### src/rtl/avs_uart_pkg.sv
// Shared definitions for the event-timestamp UART transmitter: frame layout and TX state encoding.
package avs_uart_pkg;
  localparam logic [7:0] SYNC_BYTE   = 8'hA5;
  localparam int         FRAME_BYTES = 3;

  typedef enum logic [1:0] {IDLE, START, DATA, STOP} tx_state_t;
endpackage

### src/rtl/sync_fifo.sv
// Show-ahead synchronous FIFO; a push into a full FIFO is accepted when a pop happens in the same cycle.
module sync_fifo #(
  parameter int WIDTH = 16,
  parameter int DEPTH = 4
) (
  input  logic                   clock,
  input  logic                   reset,
  input  logic                   push,
  input  logic                   pop,
  input  logic [WIDTH-1:0]       wdata,
  output logic [WIDTH-1:0]       rdata,
  output logic                   full,
  output logic                   empty,
  output logic [$clog2(DEPTH):0] count
);
  localparam int PW = $clog2(DEPTH);

  logic [WIDTH-1:0] mem_q [DEPTH];
  logic [PW-1:0]    wr_q, rd_q;
  logic [PW:0]      cnt_q, cnt_d;
  logic             do_push, do_pop;

  assign empty   = (cnt_q == '0);
  assign full    = (cnt_q == (PW+1)'(DEPTH));
  assign count   = cnt_q;
  assign rdata   = mem_q[rd_q];
  assign do_pop  = pop && !empty;
  assign do_push = push && (!full || do_pop);

  always_comb begin
    cnt_d = cnt_q;
    if (do_push && !do_pop)      cnt_d = cnt_q + 1'b1;
    else if (!do_push && do_pop) cnt_d = cnt_q - 1'b1;
  end

  always_ff @(posedge clock) begin
    if (reset) begin
      wr_q  <= '0;
      rd_q  <= '0;
      cnt_q <= '0;
    end else begin
      if (do_push) wr_q <= wr_q + 1'b1;
      if (do_pop)  rd_q <= rd_q + 1'b1;
      cnt_q <= cnt_d;
    end
  end

  // Storage carries data only, so it is left out of reset.
  always_ff @(posedge clock) begin
    if (do_push) mem_q[wr_q] <= wdata;
  end
endmodule

### src/rtl/event_uart_tx.sv
// Timestamps rising edges of event_in and sends each as an 8N1 frame: SYNC_BYTE, ts[15:8], ts[7:0].
module event_uart_tx
  import avs_uart_pkg::*;
#(
  parameter int CLKS_PER_BIT = 868,
  parameter int FIFO_DEPTH   = 4,
  parameter int TS_WIDTH     = 16
) (
  input  logic                        clock,
  input  logic                        reset,
  input  logic                        event_in,
  output logic                        uart_out,
  output logic                        busy,
  output logic                        overflow,
  output logic [$clog2(FIFO_DEPTH):0] fifo_count
);
  localparam int                BAUD_W    = $clog2(CLKS_PER_BIT);
  localparam logic [BAUD_W-1:0] BAUD_LAST = BAUD_W'(CLKS_PER_BIT - 1);
  localparam logic [1:0]        LAST_BYTE = 2'(FRAME_BYTES - 1);

  tx_state_t            state_q, state_d;
  logic [BAUD_W-1:0]    baud_q, baud_d;
  logic [2:0]           bit_q, bit_d;
  logic [1:0]           byte_q, byte_d;
  logic [TS_WIDTH-1:0]  shadow_q, shadow_d;
  logic [TS_WIDTH-1:0]  ts_q;
  logic                 ev_prev_q, overflow_q, uart_q, uart_d;
  logic                 ev_rise, fifo_pop, fifo_full, fifo_empty;
  logic [TS_WIDTH-1:0]  fifo_rdata;
  logic [7:0]           tx_byte;

  assign ev_rise  = event_in && !ev_prev_q;
  assign uart_out = uart_q;
  assign busy     = (state_q != IDLE);
  assign overflow = overflow_q;

  sync_fifo #(.WIDTH(TS_WIDTH), .DEPTH(FIFO_DEPTH)) u_fifo (
    .clock (clock),
    .reset (reset),
    .push  (ev_rise),
    .pop   (fifo_pop),
    .wdata (ts_q),
    .rdata (fifo_rdata),
    .full  (fifo_full),
    .empty (fifo_empty),
    .count (fifo_count)
  );

  always_comb begin
    case (byte_q)
      2'd0:    tx_byte = SYNC_BYTE;
      2'd1:    tx_byte = shadow_q[15:8];
      default: tx_byte = shadow_q[7:0];
    endcase
  end

  always_comb begin
    state_d  = state_q;
    baud_d   = baud_q;
    bit_d    = bit_q;
    byte_d   = byte_q;
    shadow_d = shadow_q;
    fifo_pop = 1'b0;
    uart_d   = 1'b1;
    case (state_q)
      IDLE: begin
        if (!fifo_empty) begin
          fifo_pop = 1'b1;
          shadow_d = fifo_rdata;
          byte_d   = '0;
          baud_d   = '0;
          state_d  = START;
        end
      end
      START: begin
        uart_d = 1'b0;
        if (baud_q == BAUD_LAST) begin
          baud_d  = '0;
          bit_d   = '0;
          state_d = DATA;
        end else begin
          baud_d = baud_q + 1'b1;
        end
      end
      DATA: begin
        uart_d = tx_byte[bit_q];
        if (baud_q == BAUD_LAST) begin
          baud_d = '0;
          if (bit_q == 3'd7) state_d = STOP;
          else               bit_d   = bit_q + 1'b1;
        end else begin
          baud_d = baud_q + 1'b1;
        end
      end
      STOP: begin
        if (baud_q == BAUD_LAST) begin
          baud_d = '0;
          if (byte_q != LAST_BYTE) begin
            byte_d  = byte_q + 1'b1;
            state_d = START;
          end else begin
            state_d = IDLE;
          end
        end else begin
          baud_d = baud_q + 1'b1;
        end
      end
      default: state_d = IDLE;
    endcase
  end

  // The line level is registered from the current state, so it trails the FSM by one cycle.
  always_ff @(posedge clock) begin
    if (reset) begin
      state_q    <= IDLE;
      baud_q     <= '0;
      bit_q      <= '0;
      byte_q     <= '0;
      ts_q       <= '0;
      ev_prev_q  <= 1'b0;
      overflow_q <= 1'b0;
      uart_q     <= 1'b1;
    end else begin
      state_q   <= state_d;
      baud_q    <= baud_d;
      bit_q     <= bit_d;
      byte_q    <= byte_d;
      ts_q      <= ts_q + 1'b1;
      ev_prev_q <= event_in;
      uart_q    <= uart_d;
      if (ev_rise && fifo_full && !fifo_pop) overflow_q <= 1'b1;
    end
  end

  always_ff @(posedge clock) begin
    shadow_q <= shadow_d;
  end
endmodule

### config.mk
export PLATFORM = sky130hd
export DESIGN_NAME = event_uart_tx
export DESIGN_NICKNAME = d
export VERILOG_FILES = /design/src/rtl/avs_uart_pkg.sv /design/src/rtl/sync_fifo.sv /design/src/rtl/event_uart_tx.sv
export SDC_FILE = /design/constraint.sdc
export NUM_CORES = 1
export LEC_CHECK = 0
export ABC_AREA = 0
export CORE_MARGIN = 2
export CORE_UTILIZATION = 62
export DETAILED_ROUTE_END_ITERATION = 12
export PLACE_DENSITY = 0.79
export RECOVER_POWER = 50
export SLEW_MARGIN = 20
export SYNTH_ARGS = -nofsm -noshare
export SYNTH_HDL_FRONTEND = slang
export SYNTH_HIERARCHICAL = 1
export SYNTH_SLANG_ARGS = --single-unit
### constraint.sdc
create_clock -name clock -period 4.2 [get_ports clock]
set_input_delay 0.84 -clock clock [delete_from_list [all_inputs] [get_ports clock]]
set_output_delay 0.84 -clock clock [all_outputs]
set_load 0.05 [all_outputs]
==> summary.txt, run 1 <==
Synth
  – Mapped cell area: 5290 µm²
  – Post-synthesis cell type count: 51
  – Top post-synthesis cells by area: edfxtp_1 45%, dfxtp_1 17%, mux4_1 7.9%
  – Synth Area per Inst: 14.1 µm²
  – Async S/R FF share, synth: 0%
  – Syn nets: 396
  – YS warnings: 6
  – Synth Instances: 375
  – Synth Flop Type: edfxtp_1
  – Most common cell in the netlist: edfxtp_1
  – Largest area contributor in the netlist: edfxtp_1
  – EDFF count, synth: 80
  – Post-synth top cells: 80 x edfxtp_1, 45 x dfxtp_1, 29 x nor2_1
  – Share of the synthesized area in the top cell type: 45.4%
  – Register area share after synthesis: 62.4%
  – #FFs+latches synth: 125

Clock network
  – Cts hold-fix bufs: 0
  – CTS tree: done
  – Clk buf depth: 2
  – Clock latency on the worst-skew pair: 510 ps
  – Num CTS Buffers: 17
  – Post-CTS setup buffer count: 0
  – H-tree levels: 4
  – Post-CTS Resized: 0
  – CTS Sinks: 125
  – Clock root buffer: clkbuf_8
  – Clock Pin Slew Worst Setup and Hold Paths: 60 ps

Worst setup path
  – Worst endpoint data arrival time: 3860 ps
  – Worst-path cell chain: inv_1 -> ha_1 -> nand2b_1 -> inv_1 -> inv_1 -> a21boi_2 -> ha_1 -> inv_1 -> fa_1 -> xor2_1 -> or3_1 -> a21oi_1
  – Worst path required time: 4620 ps
  – Crit. End Element: register
  – Critical path origin: state_q[0]$_SDFFE_PP0P_
  – Top cell by count, worst path: inv_1
  – Critical path class: reg -> reg
  – FF-to-FF path depth: 12
  – CP Capture Point: u_fifo/count[2]$_SDFFE_PP0P_
  – CP Launch Type: register
  – Reg2reg start: state_q[0]$_SDFFE_PP0P_
  – Slowest cell on crit path: inv_1
  – Crit-path max FO: 19
  – R2R setup slack: 770 ps
  – FF-to-FF End: u_fifo/count[2]$_SDFFE_PP0P_
  – Crit-path max cell delay: 520 ps

Routing
  – Via total after detailed routing: 3034
  – Routed wire length: 9500 µm
  – Antenna-violating nets left: 0
  – Avg Vias per Cell: 5.95
  – 1st-pass router iterations: 6
  – 1st-iter DRT viols: 138
  – DRC: 0
  – Drt wl/cell: 18.6 µm

Global routing
  – Tot GR Track Use: 22.8%
  – Vias in the first global route: 2959
  – First-pass GRT wire length: 15100 µm
  – Largest net degree at the start of global routing: 22
  – Initial antenna violation count: 0
  – Global route total overflow: 0

Power
  – Overall power: 3.69 mW
  – Peak VDD IR: 0.454 mV
  – Pwr Density: 614 nW/µm²
  – Leakage power: 2.09 nW

Floorplan
  – Die height: 96.4 µm
  – Die Area: 9290 µm²
  – I/O pin cnt: 9
  – # rows: 33
  – Die Wd: 96.4 µm
  – Core Area: 8260 µm²
  – Initial core utilization: 64.1%

STA
  – RSZ-0062 raised after global routing: no
  – Fin crit period: 3430 ps
  – FMAX: 0.291 GHz
  – Final period util: 81.7%
  – Final hold vios: 0
  – Final Skew: 9.66 ps
  – Final setup vio count: 0
  – Slew Limit Fails: 0
  – Worst-Margin Slew: 951 ps
  – Final setup margin: 768 ps
  – Slew HR: 36.6%
  – Final setup TNS: 0 ps

Finish
  – Ant diodes: 0
  – P&R area growth vs syn: 13.5%
  – Layout cell share with drive strength beyond 1: 10.1%
  – Final #Nets: 413

Flow run
  – Max-cap violations: 0

Placed design
  – Buffers added on ports: 8
  – Final GP Congestion: 0.804
  – DPL Wire Length: 6020 µm
  – Pre-CTS WS: 854 ps

Run status
  – Status: completed

Hold path
  – HP Class: reg -> reg
[worst min path at each step]
stage                     cells past startpoint              startpoint  slack (ps)                     end
final                                         2  byte_q[0]$_SDFFE_PP0P_         480  byte_q[0]$_SDFFE_PP0P_
after global routing                          1  baud_q[9]$_SDFFE_PP0N_         490  baud_q[9]$_SDFFE_PP0N_
after CTS                                     1  baud_q[9]$_SDFFE_PP0N_         490  baud_q[9]$_SDFFE_PP0N_
after detailed placement                      1  baud_q[9]$_SDFFE_PP0N_         480  baud_q[9]$_SDFFE_PP0N_
after global placement                        2   overflow$_SDFFE_PP0P_         460   overflow$_SDFFE_PP0P_
after floorplan                               1  baud_q[9]$_SDFFE_PP0N_         440  baud_q[9]$_SDFFE_PP0N_
[per-layer routing]
metal,GRT usage (%),vias to the layer above,part of all wire (%)
met3,7.76,6,4.0
met4,7.51,0,0.60
met2,38.2,62,53
met1,28.1,1491,43
met5,0,-,0
li1,-,1475,-
[report_power, final]
part	internal (mW)	switching, mW	leakage [nW]
registers	1.52	0.109	1.12
clock network	0.811	0.553	0.278
logic	0.270	0.429	0.689
[cell usage in the layout (no fill, tap or decap), types with 7 or more instances in the layout]
cell type | netlist | layout
xnor2_1 | 10 | 10
dfxtp_1 | 45 | 45
a21oi_1 | 12 | 12
clkbuf_16 | 0 | 16
o21ai_0 | 11 | 11
ha_1 | 17 | 17
nand2_1 | 14 | 14
inv_1 | 16 | 16
nand3_1 | 12 | 12
nor3_1 | 7 | 7
mux4_1 | 16 | 16
nand4_1 | 7 | 7
edfxtp_1 | 80 | 80
clkdlybuf4s50_1 | 0 | 7
xor2_1 | 7 | 7
nor2_1 | 29 | 29
[flip-flops by register name, summed over array words and instances (netlist names), 3 cells and up, named ones only]
name	count
u_fifo/mem_q	64
shadow_q	16
ts_q	16
baud_q	10
bit_q	3
u_fifo/count	3
[per-stage QoR]
stage / hold WS, ps / utilization [%] / std cells / instance area, µm²
5_1_grt: 492 / 72.7 / 510 / 6010
6_report: 484 / 72.7 / 510 / 6010
4_1_cts: 486 / 72.7 / 510 / 6010
3_5_place_dp: 476 / 65.9 / 478 / 5450
3_3_place_gp: 459 / 65.9 / 478 / 5450
2_1_floorplan: 443 / - / 375 / 5290
[worst max-delay path, delay by kind of cell (launching register included)]
kind	cells	cell delay, ps
AOI/OAI and AO/OA	2	540
xor gates and xnor gates	1	160
adders and majority gates	3	1030
buffers and inverters	4	850
DFF	1	340
and+or+nand+nor	2	440
[cells by family after synthesis]
family	share of synthesized area (%)
buffers and inverters	2.53
and+or+nand+nor	11.4
DFF	62.4
AOI/OAI and AO/OA	6.48
muxes	10.0
xor gates and xnor gates	2.81
adders and majority gates	4.40
[cell type report]
type | count | area, µm²
clock buffers | 18 | 428
flip-flops and latches | 125 | 3300
inverters | 16 | 60.1
repair buffers | 10 | 87.6
clock inverters | 14 | 134
well taps | 105 | 131
multi-input cells | 222 | 1860
fillers | 503 | 2250
Power figures use the tool's default switching activity.
==> run 2, diff against run 1 <==
clock period = 3.4 ns   (was 4.2 ns; I/O delays follow)
==> summary.txt, run 2 (synthesis results as in run 1) <==
Run status
  – Status: completed

Floorplan
  – Die Wd: 96.4 µm (unchanged)
  – Initial core utilization: 64.1% (unchanged)
  – Die Area: 9290 µm² (unchanged)
  – # rows: 33 (unchanged)
  – Core Area: 8260 µm² (unchanged)
  – I/O pin cnt: 9 (unchanged)
  – Die height: 96.4 µm (unchanged)

Finish
  – Layout cell share with drive strength beyond 1: 10.3% (+0.17 points)
  – Final #Nets: 416 (+0.73%)
  – Commonest non-fill, non-tap cell in the layout: edfxtp_1
  – Commonest cells after routing, fill and taps aside: 80 x edfxtp_1, 45 x dfxtp_1, 29 x nor2_1
  – Regs by FF count: u_fifo/mem_q (64), shadow_q (16), ts_q (16)
  – Most flops, register: u_fifo/mem_q
  – Layout Utilization: 73.1% (+0.35 points)
  – Ant diodes: 0 (unchanged)
  – Sequential Area: 3300 µm² (unchanged)
  – Fill cells: 537 (+6.8%)
  – Multi-input logic area: 1860 µm² (-0.20%)
  – Largest register FFs: 64 (unchanged)
  – P&R area growth vs syn: 14.0%

STA
  – Final period util: 86.7%
  – Final setup vio count: 0 (unchanged)
  – Worst-Margin Slew: 972 ps (+21.5 ps)
  – Final setup margin: 453 ps (-315 ps)
  – Hold_ws: 497 ps (+13.0 ps)
  – Slew Limit Fails: 0 (unchanged)
  – FMAX: 0.339 GHz
  – RSZ-0062 raised after global routing: no
  – Final hold vios: 0 (unchanged)
  – Final Skew: 8.10 ps (-1.56 ps)
  – Final setup TNS: 0 ps (unchanged)
  – Fin crit period: 2950 ps
  – Slew HR: 35.2% (-1.4 points)

Power
  – Peak VDD IR: 0.521 mV (+15%)
  – Leakage power: 2.09 nW (+0.29%)
  – Pwr Density: 765 nW/µm² (+25%)
  – Overall power: 4.62 mW (+25%)

Clock network
  – Clock Pin Slew Worst Setup and Hold Paths: 60 ps (about the same)
  – Post-CTS setup buffer count: 0 (unchanged)
  – CTS Sinks: 125 (unchanged)
  – Num CTS Buffers: 17 (unchanged)
  – Cts hold-fix bufs: 0 (unchanged)
  – H-tree levels: 4 (unchanged)
  – Post-CTS Resized: 0 (unchanged)
  – CTS tree: done
  – Clk buf depth: 2 (unchanged)
  – Clock root buffer: clkbuf_8
  – Clock latency on the worst-skew pair: 510 ps (about the same)

Worst setup path
  – Crit-path max FO: 9 (-10)
  – Crit. End Element: primary output
  – Critical path class: reg -> out
  – Worst endpoint data arrival time: 2270 ps (-1590 ps)
  – Worst path required time: 2720 ps (-1900 ps)
  – CP Launch Type: register

Flow run
  – Max-cap violations: 0 (unchanged)

Global routing
  – Initial antenna violation count: 0 (unchanged)
  – Tot GR Track Use: 23.0% (+0.18 points)
  – Vias in the first global route: 3026 (+2.3%)
  – Largest net degree at the start of global routing: 23 (+4.5%)
  – Global route total overflow: 0 (unchanged)
  – First-pass GRT wire length: 15400 µm (+2.1%)

Placed design
  – Final GP Congestion: 0.797 (-0.90%)
  – Buffers added on ports: 8 (unchanged)
  – DPL Wire Length: 5780 µm (-3.9%)
  – Pre-CTS WS: 499 ps (-355 ps)

Routing
  – Drt wl/cell: 18.2 µm (-2.5%)
  – Via total after detailed routing: 3077 (+1.4%)
  – 1st-iter DRT viols: 123 (-11%)
  – Antenna-violating nets left: 0 (unchanged)
  – DRC: 0 (unchanged)
  – 1st-pass router iterations: 4 (-2)
  – Routed wire length: 9320 µm (-1.9%)
  – Avg Vias per Cell: 6.00 (+0.82%)

Hold path
  – HP Class: reg -> reg
run 2: cell types whose count changed in the layout (fill, tap and decap cells not counted):
cell        delta
clkinvlp_4     +2
a21boi_0       +1
buf_4          +2
clkinv_2       -3
inv_8          +2
a21boi_2       -1
clkinv_4       -1
clkbuf_1       +1
run 2: stage by stage:
stage	cell area, µm²	std cells
detailed placement	5470	481
floorplan	5290	375
CTS	6040	513
global placement	5470	481
finish	6030	513
global route	6030	513
run 2: report_power, final:
| group | internal [mW] | leakage, nW | switching, mW |
|---|---|---|---|
| combinational | 0.351 | 0.699 | 0.533 |
| clock | 1.01 | 0.275 | 0.713 |
| sequential | 1.87 | 1.12 | 0.135 |
| total | 3.24 | 2.09 | 1.38 |
run 2: area by class of cell:
cell class / instances / area share (%)
clock buffers: 18 / 7.09
flip-flops and latches: 125 / 54.7
well taps: 105 / 2.18
repair buffers: 13 / 1.76
inverters: 16 / 0.995
multi-input cells: 222 / 30.8
clock inverters: 14 / 2.45
run 2: worst max-delay path: stages, from the launching register on:
cell	delay, ps
dfxtp_1	370
inv_1	110
ha_1	230
buf_4	180
inv_1	70
clkdlybuf4s50_1	790
run 2: path summary, 6_finish.rpt:
path                                              startpoint                           end  slack, ps  depth (start not counted)
worst max register to register  u_fifo/count[0]$_SDFFE_PP0P_  u_fifo/count[2]$_SDFFE_PP0P_        740                         11
worst min-delay path                  byte_q[0]$_SDFFE_PP0P_        byte_q[0]$_SDFFE_PP0P_        500                          2
worst min register to register        byte_q[0]$_SDFFE_PP0P_        byte_q[0]$_SDFFE_PP0P_        500                          2
worst max-delay path                 state_q[0]$_SDFFE_PP0P_                          busy        450                          5
run 2: routing by layer:
layer | wire [µm] | GRT usage (%) | part of all wire, % | up-vias
li1 | - | - | - | 1481
met1 | 4090 | 30.0 | 44 | 1523
met2 | 4680 | 37.3 | 50 | 60
met3 | 399 | 6.21 | 4.3 | 13
met4 | 150 | 8.92 | 1.6 | 0
met5 | 0 | 0 | 0 | -
